[config.mk]
export PLATFORM = sky130hd
export DESIGN_NAME = sync_fifo_flat
export DESIGN_NICKNAME = d
export VERILOG_FILES = /design/src/rtl/sync_fifo_if.sv /design/src/rtl/sync_fifo.sv /design/src/flat_wrapper.sv
export SDC_FILE = /design/constraint.sdc
export NUM_CORES = 1
export LEC_CHECK = 0
export BUFFER_PORTS_ARGS = -buffer_cell sky130_fd_sc_hd__buf_2
export CORE_MARGIN = 2
export CORE_UTILIZATION = 53
export DETAILED_ROUTE_END_ITERATION = 6
export GPL_TIMING_DRIVEN = 0
export PLACE_DENSITY_LB_ADDON = 0.08
export SKIP_LAST_GASP = 1
export SLEW_MARGIN = 20
export SYNTH_ARGS = -nofsm -noshare
export SYNTH_HDL_FRONTEND = slang
export SYNTH_SLANG_ARGS = --single-unit
[constraint.sdc]
create_clock -name clk -period 3.45 [get_ports clk]
set_input_delay 0.345 -clock clk [delete_from_list [all_inputs] [get_ports clk]]
set_output_delay 0.345 -clock clk [all_outputs]
set_load 0.02 [all_outputs]
[src/rtl/sync_fifo_if.sv]
// Handshake and status bundle between a sync_fifo and its producer/consumer.
// The master side drives write/read requests; the slave side is the FIFO itself.
interface sync_fifo_if #(
  parameter int DATA_W = 16,
  parameter int ADDR_W = 3
) ();
  logic [DATA_W-1:0] D_in;
  logic              w_en;
  logic              r_en;
  logic [DATA_W-1:0] D_out;
  logic              full;
  logic              empty;
  logic [ADDR_W:0]   b_wptr;
  logic [ADDR_W:0]   b_rptr;
  logic [ADDR_W:0]   count;
  logic              overflow;
  logic              underflow;

  modport master (
    output D_in, w_en, r_en,
    input  D_out, full, empty, b_wptr, b_rptr, count, overflow, underflow
  );

  modport slave (
    input  D_in, w_en, r_en,
    output D_out, full, empty, b_wptr, b_rptr, count, overflow, underflow
  );
endinterface

[src/rtl/sync_fifo.sv]
// Single-clock FIFO with registered read data and binary pointers carrying a wrap bit.
// Full/empty/count are decoded from the registered pointers; overflow/underflow are one-cycle pulses.
module sync_fifo #(
  parameter int DATA_W = 16,
  parameter int ADDR_W = 3
) (
  input  logic        clk,
  input  logic        rst,
  sync_fifo_if.slave  bus
);
  localparam int DEPTH = 1 << ADDR_W;

  logic [DATA_W-1:0] mem_q [DEPTH];

  logic [ADDR_W:0]   wptr_q, wptr_d;
  logic [ADDR_W:0]   rptr_q, rptr_d;
  logic [DATA_W-1:0] dout_q, dout_d;
  logic              overflow_q, overflow_d;
  logic              underflow_q, underflow_d;

  logic full_c;
  logic empty_c;
  logic wr_accept;
  logic rd_accept;

  // Equal pointers mean empty; differing only in the wrap bit means full.
  assign empty_c = (wptr_q == rptr_q);
  assign full_c  = (wptr_q[ADDR_W] != rptr_q[ADDR_W]) &&
                   (wptr_q[ADDR_W-1:0] == rptr_q[ADDR_W-1:0]);

  always_comb begin
    wr_accept   = bus.w_en && !full_c;
    rd_accept   = bus.r_en && !empty_c;
    wptr_d      = wptr_q;
    rptr_d      = rptr_q;
    dout_d      = dout_q;
    overflow_d  = bus.w_en && full_c;
    underflow_d = bus.r_en && empty_c;
    if (wr_accept) begin
      wptr_d = wptr_q + (ADDR_W+1)'(1);
    end
    if (rd_accept) begin
      rptr_d = rptr_q + (ADDR_W+1)'(1);
      dout_d = mem_q[rptr_q[ADDR_W-1:0]];
    end
  end

  always_ff @(posedge clk) begin
    if (rst) begin
      wptr_q      <= '0;
      rptr_q      <= '0;
      dout_q      <= '0;
      overflow_q  <= 1'b0;
      underflow_q <= 1'b0;
    end else begin
      wptr_q      <= wptr_d;
      rptr_q      <= rptr_d;
      dout_q      <= dout_d;
      overflow_q  <= overflow_d;
      underflow_q <= underflow_d;
    end
  end

  // Storage is not reset; a write in the reset cycle must still be dropped.
  always_ff @(posedge clk) begin
    if (!rst && wr_accept) begin
      mem_q[wptr_q[ADDR_W-1:0]] <= bus.D_in;
    end
  end

  assign bus.D_out     = dout_q;
  assign bus.full      = full_c;
  assign bus.empty     = empty_c;
  assign bus.b_wptr    = wptr_q;
  assign bus.b_rptr    = rptr_q;
  assign bus.count     = wptr_q - rptr_q;
  assign bus.overflow  = overflow_q;
  assign bus.underflow = underflow_q;
endmodule

[src/flat_wrapper.sv]
// flat-port wrapper written by rule: the top's interface ports become plain ports
module sync_fifo_flat 
#(
  parameter int DATA_W = 16,
  parameter int ADDR_W = 3
)
  (clk, rst, bus_D_in, bus_w_en, bus_r_en, bus_D_out, bus_full, bus_empty, bus_b_wptr, bus_b_rptr, bus_count, bus_overflow, bus_underflow);
  sync_fifo_if #(.DATA_W(DATA_W), .ADDR_W(ADDR_W)) bus_i ();
  input  logic clk;
  input  logic rst;
  input wire logic [$bits(bus_i.D_in)-1:0] bus_D_in;
  input wire logic [$bits(bus_i.w_en)-1:0] bus_w_en;
  input wire logic [$bits(bus_i.r_en)-1:0] bus_r_en;
  output wire logic [$bits(bus_i.D_out)-1:0] bus_D_out;
  output wire logic [$bits(bus_i.full)-1:0] bus_full;
  output wire logic [$bits(bus_i.empty)-1:0] bus_empty;
  output wire logic [$bits(bus_i.b_wptr)-1:0] bus_b_wptr;
  output wire logic [$bits(bus_i.b_rptr)-1:0] bus_b_rptr;
  output wire logic [$bits(bus_i.count)-1:0] bus_count;
  output wire logic [$bits(bus_i.overflow)-1:0] bus_overflow;
  output wire logic [$bits(bus_i.underflow)-1:0] bus_underflow;
  assign bus_i.D_in = bus_D_in;
  assign bus_i.w_en = bus_w_en;
  assign bus_i.r_en = bus_r_en;
  assign bus_D_out = bus_i.D_out;
  assign bus_full = bus_i.full;
  assign bus_empty = bus_i.empty;
  assign bus_b_wptr = bus_i.b_wptr;
  assign bus_b_rptr = bus_i.b_rptr;
  assign bus_count = bus_i.count;
  assign bus_overflow = bus_i.overflow;
  assign bus_underflow = bus_i.underflow;
  sync_fifo #(.DATA_W(DATA_W), .ADDR_W(ADDR_W)) u_core (.clk(clk), .rst(rst), .bus(bus_i));
endmodule
==> impl_metrics.toml <==
[run_status]
status = "complete, no violations"

[clocking]
clk_pin_slew_ns = 0.06
cts_tree = "yes"
clockBufferDepth = 2
cts_sinks = 154
htreeDepth = 4
cts_hold_buffers = 0
root_buffer = "clkbuf_16"
clk_latency_ns = 0.42
cts_buffers = 17

[die]
ios = 52
dieHeight_um = 111
die_area_sq_mm = 0.0123
rows = 39
die_x_um = 111
core_area_sq_mm = 0.0113
initial_utilization = 0.537

[critical_path]
path_max_fanout = 11
cp_cell_sequence = "clkbuf_2, buf_2, inv_1, ha_1, nand3_2, o21ai_1, or3_1, nor2_4, buf_6"
end_kind = "register"
crit_type = "register to register"
crit_required_ns = 3.57
cp-start-kind = "register"
crit_slowest_cell = "or3_1"
cp_slowest_stage_delay_ns = 0.52
worstPathArrival_ns = 3.32

[logic_synthesis]
synth_cells = 330
synthFlopType = "edfxtp_1"
synth.distinct_cells = 36
synth-edff-count = 128
seq_area_frac_synth = 0.721
synth_area_sq_mm = 0.00605
syn_avg_cell_area_sq_um = 18.3
async_flop_share = 0
yosys_warnings = 0
synth_fp_nets = 356
ys_ff_latch = 154

[sta]
finClkSkew_ns = 0.00642
setup_viol = 0
hold_violations = 0
clock.fmax_mhz = 313
whs_ns = 0.190
maxSlewViolCount = 0
slew_headroom = 0.389
finalCritPeriodShare = 0.927
worst_slew_pin_slew_ns = 0.916
post-route-min-period_ns = 3.20
rsz0062_at_grt = "false"

[finish]
fin_nets = 443
fin_area_sq_mm = 0.00740
final_cell_mix = "128 x edfxtp_1, 54 x buf_2, 35 x nand2_1"
fillers = 764
drive_gt1_frac = 0.419
final_common_cell = "edfxtp_1"
diodes = 0
syn_to_final_growth_pct = 22.3
area.sequential_sq_mm = 0.00436
finalNonFillerCells = 573
multi_input_comb_area_sq_mm = 0.00160

[detailed_routing]
drc = 0
ant_nets = 0
firstDrtPassIters = 4
routed_via_density = 5.46
avgRoutedWirePerCell_um = 20.8
routed_wl_um = 11900
dr_total_vias = 3130
drt_iter0_drc = 175

[power_and_ir_drop]
p_per_area_mw_per_mm2 = 667
power.total_w = 0.00494
power.leakage_nw = 2.59
max-vdd-ir-drop_uv = 368

[global_routing]
grt_max_degree = 17
grt_pass1_vias = 3110
grt_first_pass_wirelength_um = 18400
grt_overflow_total = 0
grt_usage = 0.207
antenna_found_initial = 0

[placed_design]
gp_congestion = 0.814
dp.cells = 531
post_dp_cell_area_sq_mm = 0.00662
hpwlAfterDp_um = 7530
io_buffers = 50

[min_path]
hp-class = "primary input to register"

[job]
maxCapViolations = 0
## Yosys cell counts (2+ instances only)
| cell | number | area (sq um) |
|---|---|---|
| a311oi_1 | 4 | 35.0 |
| and3_1 | 2 | 12.5 |
| xnor2_1 | 5 | 43.8 |
| mux4_2 | 32 | 721 |
| dfxtp_1 | 26 | 521 |
| o211ai_1 | 4 | 30.0 |
| a21oi_1 | 2 | 10.0 |
| or3_1 | 2 | 12.5 |
| nor3_1 | 2 | 10.0 |
| inv_1 | 6 | 22.5 |
| edfxtp_1 | 128 | 3840 |
| xor2_1 | 4 | 35.0 |
| nand2b_1 | 2 | 12.5 |
| clkbuf_1 | 5 | 18.8 |
| buf_2 | 4 | 20.0 |
| buf_4 | 4 | 30.0 |
| nor2_2 | 12 | 75.1 |
| a311oi_2 | 12 | 180 |
| ha_1 | 5 | 62.6 |
| nor2_1 | 19 | 71.3 |
| nand2_1 | 35 | 131 |
## area by class of cell
class / count / area share
flip-flops and latches: 154 / 0.589
well taps: 143 / 0.0242
repair buffers: 68 / 0.0610
plain buffers: 18 / 0.0186
clock inverters: 11 / 0.0225
multi-input cells: 151 / 0.217
clock buffers: 21 / 0.0635
inverters: 7 / 0.00406
## worst paths after layout
check	slack [ns]	startpoint	endpoint	cells after the start
setup / recovery	0.25	u_core.bus.b_rptr[1]$_SDFFE_PP0P_	u_core.mem_q[2][6]$_DFFE_PP_	9
hold / removal	0.19	bus_D_in[5]	u_core.mem_q[0][5]$_DFFE_PP_	1
setup reg to reg	0.25	u_core.bus.b_rptr[1]$_SDFFE_PP0P_	u_core.mem_q[2][6]$_DFFE_PP_	9
hold reg to reg	0.51	u_core.bus.D_out[0]$_SDFFE_PP0P_	u_core.bus.D_out[0]$_SDFFE_PP0P_	2
## power by group
| group | internal [W] | leakage (nW) | total, W | switching (W) |
|---|---|---|---|---|
| registers | 0.00209 | 1.37 | 0.00214 | 0.0000472 |
| logic | 0.000371 | 0.905 | 0.000830 | 0.000459 |
| clock network | 0.00127 | 0.317 | 0.00197 | 0.000707 |
## metrics by stage
stage / setup WS (ns) / util / setup TNS (ns)
after detailed placement: -0.452 / 0.588 / -26.31
after global routing: 0.0830 / 0.657 / 0
after CTS: 0.0633 / 0.655 / 0
after floorplan: 0.159 / - / 0
after global placement: -0.965 / 0.576 / -116.72
final: 0.251 / 0.657 / 0
## cells by family after synthesis
group / Yosys count / share of synthesized area
AND/OR/NAND/NOR: 77 / 0.0574
XOR/XNOR: 10 / 0.0157
adder cells (fa/ha/maj): 6 / 0.0136
AO/OA/AOI/OAI: 25 / 0.0455
flip-flops: 154 / 0.721
buffers and inverters: 25 / 0.0262
multiplexers: 33 / 0.121
## metal layers
| layer | track usage | routed length [um] |
|---|---|---|
| met1 | 0.289 | 5290 |
| met2 | 0.320 | 5800 |
| met3 | 0.0454 | 590 |
| met4 | 0.0883 | 238 |
| met5 | 0 | 0 |
## flip-flops by register name, indices dropped and copies added, names as in the netlist
register and cells:
u_core.bus.b_rptr 4, u_core.bus.underflow 1, u_core.bus.b_wptr 4, u_core.bus.D_out 16, u_core.mem_q 128, u_core.bus.overflow 1
## repair_timing
| action | in CTS | in global routing |
|---|---|---|
| cloned | 0 | 0 |
| resized for setup | 9 | 2 |
| setup buffers | 8 | 2 |
| pin swaps | 5 | 1 |
| endpoints found under the setup margin | 124 | 64 |
| endpoints found under the hold margin | 0 | 0 |
## worst max-delay path, delay by kind of cell (launching register included)
family,cells,cell delay (ns)
compound gates,1,0.16
simple gates,3,1.00
flops,1,0.45
buf+inv,4,0.93
fa+ha+maj,1,0.34
No activity file was read; power rests on OpenSTA's default activity.
